`src/rtl/reloj_control.sv`:
```
// 24-hour BCD clock with three-mode set FSM and a four-digit multiplexed display scanner.
// Time fields are kept in BCD so the display path needs no conversion.
module reloj_control #(
    parameter int unsigned TICK_DIV = 50000000,
    parameter int unsigned SCAN_DIV = 50000
) (
    input  logic       i_clk,
    input  logic       i_reset,
    input  logic       i_btn_modo,
    input  logic       i_btn_inc,
    output logic [2:0] o_decenas_min,
    output logic [3:0] o_unidades_min,
    output logic [1:0] o_decenas_hr,
    output logic [3:0] o_unidades_hr,
    output logic [1:0] o_modo,
    output logic [3:0] o_digito,
    output logic [3:0] o_anodo,
    output logic       o_seg_tick
);

    localparam int unsigned PW = (TICK_DIV > 2) ? $clog2(TICK_DIV) : 1;
    localparam int unsigned SW = (SCAN_DIV > 2) ? $clog2(SCAN_DIV) : 1;

    typedef enum logic [1:0] {
        StNormal = 2'b00,
        StSetHr  = 2'b01,
        StSetMin = 2'b10
    } modo_e;

    modo_e         r_state;
    logic [PW-1:0] r_pre;
    logic [SW-1:0] r_scan_cnt;
    logic [1:0]    r_idx;

    logic [2:0]    r_sec_dec;
    logic [3:0]    r_sec_uni;
    logic [2:0]    r_min_dec;
    logic [3:0]    r_min_uni;
    logic [1:0]    r_hr_dec;
    logic [3:0]    r_hr_uni;

    logic          w_pre_last;
    logic          w_scan_last;
    logic          w_tick;

    logic          w_sec_wrap;
    logic [2:0]    w_sec_dec_nx;
    logic [3:0]    w_sec_uni_nx;
    logic          w_min_wrap;
    logic [2:0]    w_min_dec_nx;
    logic [3:0]    w_min_uni_nx;
    logic          w_hr_wrap;
    logic [1:0]    w_hr_dec_nx;
    logic [3:0]    w_hr_uni_nx;

    assign w_pre_last  = (r_pre == PW'(TICK_DIV - 1));
    assign w_scan_last = (r_scan_cnt == SW'(SCAN_DIV - 1));
    assign w_tick      = (r_state == StNormal) && w_pre_last;

    // BCD successor of every time field, with the wrap flag that feeds the next field's carry.
    always_comb begin
        w_sec_wrap   = (r_sec_dec == 3'd5) && (r_sec_uni == 4'd9);
        w_sec_uni_nx = (r_sec_uni == 4'd9) ? 4'd0 : r_sec_uni + 4'd1;
        w_sec_dec_nx = r_sec_dec;
        if (r_sec_uni == 4'd9) begin
            w_sec_dec_nx = (r_sec_dec == 3'd5) ? 3'd0 : r_sec_dec + 3'd1;
        end

        w_min_wrap   = (r_min_dec == 3'd5) && (r_min_uni == 4'd9);
        w_min_uni_nx = (r_min_uni == 4'd9) ? 4'd0 : r_min_uni + 4'd1;
        w_min_dec_nx = r_min_dec;
        if (r_min_uni == 4'd9) begin
            w_min_dec_nx = (r_min_dec == 3'd5) ? 3'd0 : r_min_dec + 3'd1;
        end

        w_hr_wrap   = (r_hr_dec == 2'd2) && (r_hr_uni == 4'd3);
        w_hr_dec_nx = r_hr_dec;
        w_hr_uni_nx = r_hr_uni + 4'd1;
        if (w_hr_wrap) begin
            w_hr_dec_nx = 2'd0;
            w_hr_uni_nx = 4'd0;
        end else if (r_hr_uni == 4'd9) begin
            w_hr_dec_nx = r_hr_dec + 2'd1;
            w_hr_uni_nx = 4'd0;
        end
    end

    // Mode FSM and timekeeping. A mode change always wins over btn_inc and over a pending tick.
    always_ff @(posedge i_clk or posedge i_reset) begin
        if (i_reset) begin
            r_state   <= StNormal;
            r_pre     <= '0;
            r_sec_dec <= 3'd0;
            r_sec_uni <= 4'd0;
            r_min_dec <= 3'd0;
            r_min_uni <= 4'd0;
            r_hr_dec  <= 2'd0;
            r_hr_uni  <= 4'd0;
        end else begin
            case (r_state)
                StNormal: begin
                    if (i_btn_modo) begin
                        r_state   <= StSetHr;
                        r_pre     <= '0;
                        r_sec_dec <= 3'd0;
                        r_sec_uni <= 4'd0;
                    end else if (w_pre_last) begin
                        r_pre     <= '0;
                        r_sec_dec <= w_sec_dec_nx;
                        r_sec_uni <= w_sec_uni_nx;
                        if (w_sec_wrap) begin
                            r_min_dec <= w_min_dec_nx;
                            r_min_uni <= w_min_uni_nx;
                            if (w_min_wrap) begin
                                r_hr_dec <= w_hr_dec_nx;
                                r_hr_uni <= w_hr_uni_nx;
                            end
                        end
                    end else begin
                        r_pre <= r_pre + 1'b1;
                    end
                end
                StSetHr: begin
                    r_pre     <= '0;
                    r_sec_dec <= 3'd0;
                    r_sec_uni <= 4'd0;
                    if (i_btn_modo) begin
                        r_state <= StSetMin;
                    end else if (i_btn_inc) begin
                        r_hr_dec <= w_hr_dec_nx;
                        r_hr_uni <= w_hr_uni_nx;
                    end
                end
                StSetMin: begin
                    r_pre     <= '0;
                    r_sec_dec <= 3'd0;
                    r_sec_uni <= 4'd0;
                    if (i_btn_modo) begin
                        r_state <= StNormal;
                    end else if (i_btn_inc) begin
                        r_min_dec <= w_min_dec_nx;
                        r_min_uni <= w_min_uni_nx;
                    end
                end
                default: begin
                    r_state <= StNormal;
                    r_pre   <= '0;
                end
            endcase
        end
    end

    // Display scan runs in every mode, independent of timekeeping.
    always_ff @(posedge i_clk or posedge i_reset) begin
        if (i_reset) begin
            r_scan_cnt <= '0;
            r_idx      <= 2'd0;
        end else if (w_scan_last) begin
            r_scan_cnt <= '0;
            r_idx      <= r_idx + 2'd1;
        end else begin
            r_scan_cnt <= r_scan_cnt + 1'b1;
        end
    end

    always_comb begin
        o_digito = 4'd0;
        o_anodo  = 4'b1110;
        unique case (r_idx)
            2'd0: begin
                o_digito = r_min_uni;
                o_anodo  = 4'b1110;
            end
            2'd1: begin
                o_digito = {1'b0, r_min_dec};
                o_anodo  = 4'b1101;
            end
            2'd2: begin
                o_digito = r_hr_uni;
                o_anodo  = 4'b1011;
            end
            2'd3: begin
                o_digito = {2'b00, r_hr_dec};
                o_anodo  = 4'b0111;
            end
            default: begin
                o_digito = 4'd0;
                o_anodo  = 4'b1110;
            end
        endcase
    end

    assign o_decenas_min  = r_min_dec;
    assign o_unidades_min = r_min_uni;
    assign o_decenas_hr   = r_hr_dec;
    assign o_unidades_hr  = r_hr_uni;
    assign o_modo         = r_state;
    assign o_seg_tick     = w_tick;

    a_anodo_onehot: assert property (@(posedge i_clk) disable iff (i_reset)
        $onehot(~o_anodo));
    a_modo_legal: assert property (@(posedge i_clk) disable iff (i_reset)
        o_modo != 2'b11);
    a_hr_range: assert property (@(posedge i_clk) disable iff (i_reset)
        (r_hr_uni <= 4'd9) && ((r_hr_dec < 2'd2) || (r_hr_uni <= 4'd3)));
    a_min_range: assert property (@(posedge i_clk) disable iff (i_reset)
        (r_min_dec <= 3'd5) && (r_min_uni <= 4'd9));

endmodule

```
`config.mk`:
```
export PLATFORM = sky130hd
export DESIGN_NAME = reloj_control
export DESIGN_NICKNAME = d
export VERILOG_FILES = /design/src/rtl/reloj_control.sv
export SDC_FILE = /design/constraint.sdc
export NUM_CORES = 1
export LEC_CHECK = 0
export BUFFER_PORTS_ARGS = -buffer_cell sky130_fd_sc_hd__buf_2
export CAP_MARGIN = 10
export CORE_MARGIN = 3
export CORE_UTILIZATION = 55
export CTS_CLUSTER_SIZE = 28
export DETAILED_ROUTE_END_ITERATION = 8
export GPL_ROUTABILITY_DRIVEN = 1
export GPL_TIMING_DRIVEN = 0
export MAX_ROUTING_LAYER = met4
export PLACE_DENSITY_LB_ADDON = 0.1
export SLEW_MARGIN = 20
export SYNTH_ARGS = -nofsm -noshare
export SYNTH_HDL_FRONTEND = slang
export SYNTH_SLANG_ARGS = --single-unit
```
`constraint.sdc`:
```
create_clock -name i_clk -period 5.2 [get_ports i_clk]
set_input_delay 1.04 -clock i_clk [delete_from_list [all_inputs] [get_ports i_clk]]
set_output_delay 1.04 -clock i_clk [all_outputs]
set_load 0.005 [all_outputs]
```
======== Word-level counts from Yosys, hierarchy flattened ========
Index checks and enable logic that the tools add are counted.
storage, ports and cells
  register bits after elaboration ......... 66
  latch bits .............................. 0
  bits in writable memories ............... 0
  ROM bits ................................ 0
  input port bits ......................... 4
  output and inout bits ................... 24
  word-level logic and storage cells ...... 113
  memories ................................ 0
cells by class
  $add $sub $neg .......................... 9
  multipliers ............................. 0
  div/mod/pow operators ................... 0
  order comparisons ....................... 0
  equal/unequal tests ..................... 27
  shift operators ......................... 0
  multiplexer cells ....................... 52
  bitwise operators ....................... 0
  reductions and logical operators ........ 15
operators by type and width
  kind                                                              count
  26-bit two-way mux                                                3
  4-bit two-way mux                                                 17
  3-bit two-way mux                                                 11
  4-bit case mux with 4 select lines                                2
  26-bit by 1-bit adder with 26-bit output (second input constant)  1
  26-bit == test (second input constant)                            1
  4-bit case mux with 2 select lines                                3
  2-bit two-way mux                                                 11
  2-bit inequality test (second input constant)                     11
  16-bit by 1-bit adder with 16-bit output (second input constant)  1
  16-bit == test (second input constant)                            1
  16-bit two-way mux                                                1
  4-bit by 1-bit adder with 4-bit output (second input constant)    3
  4-bit == test (second input constant)                             3
  3-bit case mux with 2 select lines                                2
  2-bit == test (second input constant)                             4
  7-bit AND reduction                                               1
  3-bit by 1-bit adder with 3-bit output (second input constant)    2
  3-bit == test (second input constant)                             2
  2-bit case mux with 3 select lines                                1
  3-bit AND reduction                                               2
  6-bit AND reduction                                               1
  2-bit nonzero test                                                3
  2-bit by 1-bit adder with 2-bit output (second input constant)    2
  9 further kinds                                                   14

======== Depth between registers and ports, before layout ========
  depth after elaboration ................. 8
  gate-level depth with buffers ........... 8
  gate-level depth less buffers ........... 7

======== Worst setup path before layout ========
No wires, ideal clock.
  kind .................................... input port to flip-flop
  from .................................... input i_btn_modo
  to ...................................... register r_hr_uni[2], in the netlist o_unidades_hr[2]
  library setup time ...................... 125 ps
  data arrival time ....................... 2551 ps
  required time ........................... 5075 ps
  path slack .............................. 2524 ps
  cell stages on the path ................. 6
  path buffers ............................ 1
  cell sequence ........................... nor4bb_1 > nand4b_1 > or4_1 > buf_2 > a21boi_0 > mux2_2
between the ends
  longest elaborated chain between the ends .. 2
ends and longest elaborated chain
  item                                    line  text
  start, declared                         9     input logic i_btn_modo,
  2-bit inequality test (no source line)  n/a
  7-bit AND reduction (no source line) *  n/a
  end signal, assigned                    116   r_hr_uni <= w_hr_uni_nx;
  end signal, assigned                    131   r_hr_uni <= w_hr_uni_nx;
  end, declared                           40    logic [3:0] r_hr_uni;
Mark *: on every way between the ends. The rest lies on a longest branch, timed or not.
A chain may end at the register's enable or synchronous reset.

======== Worst setup path after layout ========
  from .................................... register r_pre[0]
  to ...................................... output o_seg_tick
between the ends
  longest elaborated chain between the ends .. 2
ends and longest elaborated chain
  item                    line  text
  start, declared         31    logic [PW-1:0] r_pre;
  start signal, assigned  120   r_pre <= r_pre + 1'b1;
  26-bit == test          56    assign w_pre_last = (r_pre == PW'(TICK_DIV - 1));
  1-bit logical AND       58    assign w_tick = (r_state == StNormal) && w_pre_last;
  end, declared           18    output logic o_seg_tick
No other way between the ends.

==> impl_metrics.tcl <==
set metrics [dict create \
    clk_latency_ns 0.34 \
    cts_buffers 9 \
    async_flop_share_pct 100 \
    min_path_type "flip-flop to flip-flop" \
    die_w_um 87.7 \
    seq_area_frac_synth_pct 45.0 \
    synth_area_leaders "dfrtp_1, xnor2_1, nor2_1, ha_1, xor2_1" \
    io_buffers 27 \
    max_slew_margin_pct 50.9 \
    groute.usage.overall_pct 21.7 \
    hold_buffers 0 \
    setup_viol 0 \
    numClockSinks 66 \
    ys_seq_elements 66 \
    crit_path_start "r_pre[0]" \
    nets 441 \
    synth_top_cells_by_count "dfrtp_1, nor2_1, xnor2_1" \
    finalHoldViolCount 0 \
    clk_pin_slew_worst_paths_ns 0.07 \
    peakVddDrop_v 0.000165 \
    drc_errors 0 \
    min_path_cells 1 \
    grt_pass1_vias 2840 \
    die_h_um 87.7 \
    endpoint_kind "primary output" \
    cp.required_ns 4.16 \
    cts_root_buf "clkbuf_8" \
    synth_top_flop_cell "dfrtp_1" \
    dp_cells 489 \
    fillers 535 \
    yosys_warnings 0 \
    p_per_area_nw_per_um2 384 \
    drtAntennaViolNets 0 \
    skew_ns 0.00910 \
    wl_mm 7.52 \
    synth-edff-count 0 \
    synth_area_um2 3670 \
    vias 2847 \
    rows 29 \
    synthToLayoutAreaGrowth_pct 12.9 \
    coreArea_um2 6420 \
    syn_avg_cell_area_um2 9.57 \
    cts_max_level 3 \
    cts_buffer_depth 2 \
    fmax_ghz 0.346 \
    grt_max_degree 47 \
    cts_resized 0 \
    initial_core_util_pct 57.2 \
    dp_slack_ns 2.27 \
    crit_path_start_kind "flip-flop" \
    drv_cap 0 \
    grt_pass1_wl_mm 12.7 \
    syn_inst 384 \
    cts_tree "built" \
    antenna_found_initial 0 \
    critical_path_class "flip-flop to primary output" \
    gp_congestion 0.863 \
    io_pins 28 \
    synth_top_area_share_pct 45.0 \
    status "completed" \
    rsz0062_at_grt "false" \
    placed_area_um2 3940 \
    num_antenna_cells 0 \
    wl_per_cell_um 14.9 \
    synth_most_common_cell "dfrtp_1" \
    design_area_um2 4150 \
    finalMaxSlewViolations 0 \
    fin_crit_sh_pct 55.6 \
    drive_above_1_share_pct 15.2 \
    grt_overflow_total 0 \
    synth_cell_type_count 51 \
    dp_hpwl_mm 5.27 \
    syn_nets 402 \
    cts_setup_buffers 0 \
    leakage_nw 1.81 \
    worstReg2RegStart "o_modo[0]" \
    synth_top_area_cell "dfrtp_1" \
    critical_path.max_fanout 6 \
    worstRegToRegCells 8 \
    hold_start "r_scan_cnt[0]" \
    via_per_inst 5.64 \
    worst_slew_pin_slew_ns 0.729 \
    design.die.area_um2 7700 \
    setup_ws_ns 2.31 \
    instances_no_fill 505 \
    period_minus_slack_ns 2.89 \
    finalSetupTns_ns 0 \
    worstPathArrival_ns 1.85 \
    first_pass_iters 7 \
    drt_iter0_markers 142 \
]
## metal layers
| layer | vias up | wire (um) | global-route usage, % |
|---|---|---|---|
| li1 | 1414 | - | - |
| met1 | 1378 | 3530 | 27.1 |
| met4 | 0 | 99 | 8.65 |
| met5 | - | 0 | - |
| met2 | 47 | 3680 | 35.4 |
| met3 | 8 | 210 | 3.48 |
## cell type report
cell class                 instances  area [um^2]  share of cell area (%)
clock inverter                     5         61.3                    1.48
buffer                            10         41.3                   0.995
tap                               77         96.3                    2.32
inverter                          25         96.3                    2.32
sequential                        66         1650                    39.8
multi-input combinational        283         1890                    45.5
timing repair buffer              28          163                    3.92
clock buffer                      11          151                    3.65
## path summary, 6_finish.rpt
| kind | endpoint | slack, ns |
|---|---|---|
| worst max-delay path | o_seg_tick | 2.31 |
| worst min-delay path | r_scan_cnt[0] | 0.49 |
| worst max register to register | o_unidades_hr[2] | 2.71 |
| worst min register to register | r_scan_cnt[0] | 0.49 |
| max in group asynchronous | o_decenas_min[2] | 4.04 |
| min in group asynchronous | r_scan_cnt[9] | 0.64 |
## critical path, cell delays in order, from the launching register on
cell and delay [ns]:
dfrtp_1 0.43, ha_1 0.24, and2_1 0.24, nand4_2 0.20
nor3_1 0.25, buf_2 0.15
## where the power goes
part           total [W]  leakage, nW  internal (W)  switching (W)
registers       0.000689        0.877      0.000583       0.000106
clock network   0.000457       0.0982      0.000249       0.000208
logic           0.000448        0.838      0.000193       0.000255
## cell usage in the layout (no fill, tap or decap), drive strengths merged, types with 5 or more instances in the layout
master   n
or3      6
mux2     8
clkbuf  18
a21oi   11
and3    10
buf     31
xnor2   26
o31ai    5
o21ai   10
nor4     5
xor2    14
nor3    15
dfrtp   66
nand4    8
nor4b    5
inv     26
nor2    53
ha      14
nand3   24
nand2   21
## logic make-up (layout without fill, tap and decap cells)
| family | after synthesis | count (layout) | share of synthesized area [%] |
|---|---|---|---|
| buffers and inverters | 35 | 79 | 3.68 |
| muxes | 11 | 11 | 3.47 |
| and+or+nand+nor | 171 | 171 | 24.7 |
| adders and majority gates | 14 | 14 | 4.77 |
| AOI/OAI and AO/OA | 47 | 47 | 8.86 |
| DFF | 66 | 66 | 45.0 |
| xor gates and xnor gates | 40 | 40 | 9.54 |
## sequential cells by signal, summed over array words and instances, names as in the netlist
register	count
o_unidades_min	4
r_idx	2
o_decenas_min	3
r_pre	26
o_unidades_hr	4
o_modo	2
r_scan_cnt	16
o_decenas_hr	2
r_sec_uni	4
r_sec_dec	3
## metrics by stage
stage               power (W)  util (%)  hold WS [ns]
floorplan            0.000981         -         0.448
global placement      0.00113      60.8         0.469
detailed placement    0.00115      61.3         0.483
CTS                   0.00161      64.6         0.493
global route          0.00171      64.6         0.516
finish                0.00159      64.6         0.491
Note: power is estimated with default switching activity, not from simulation.
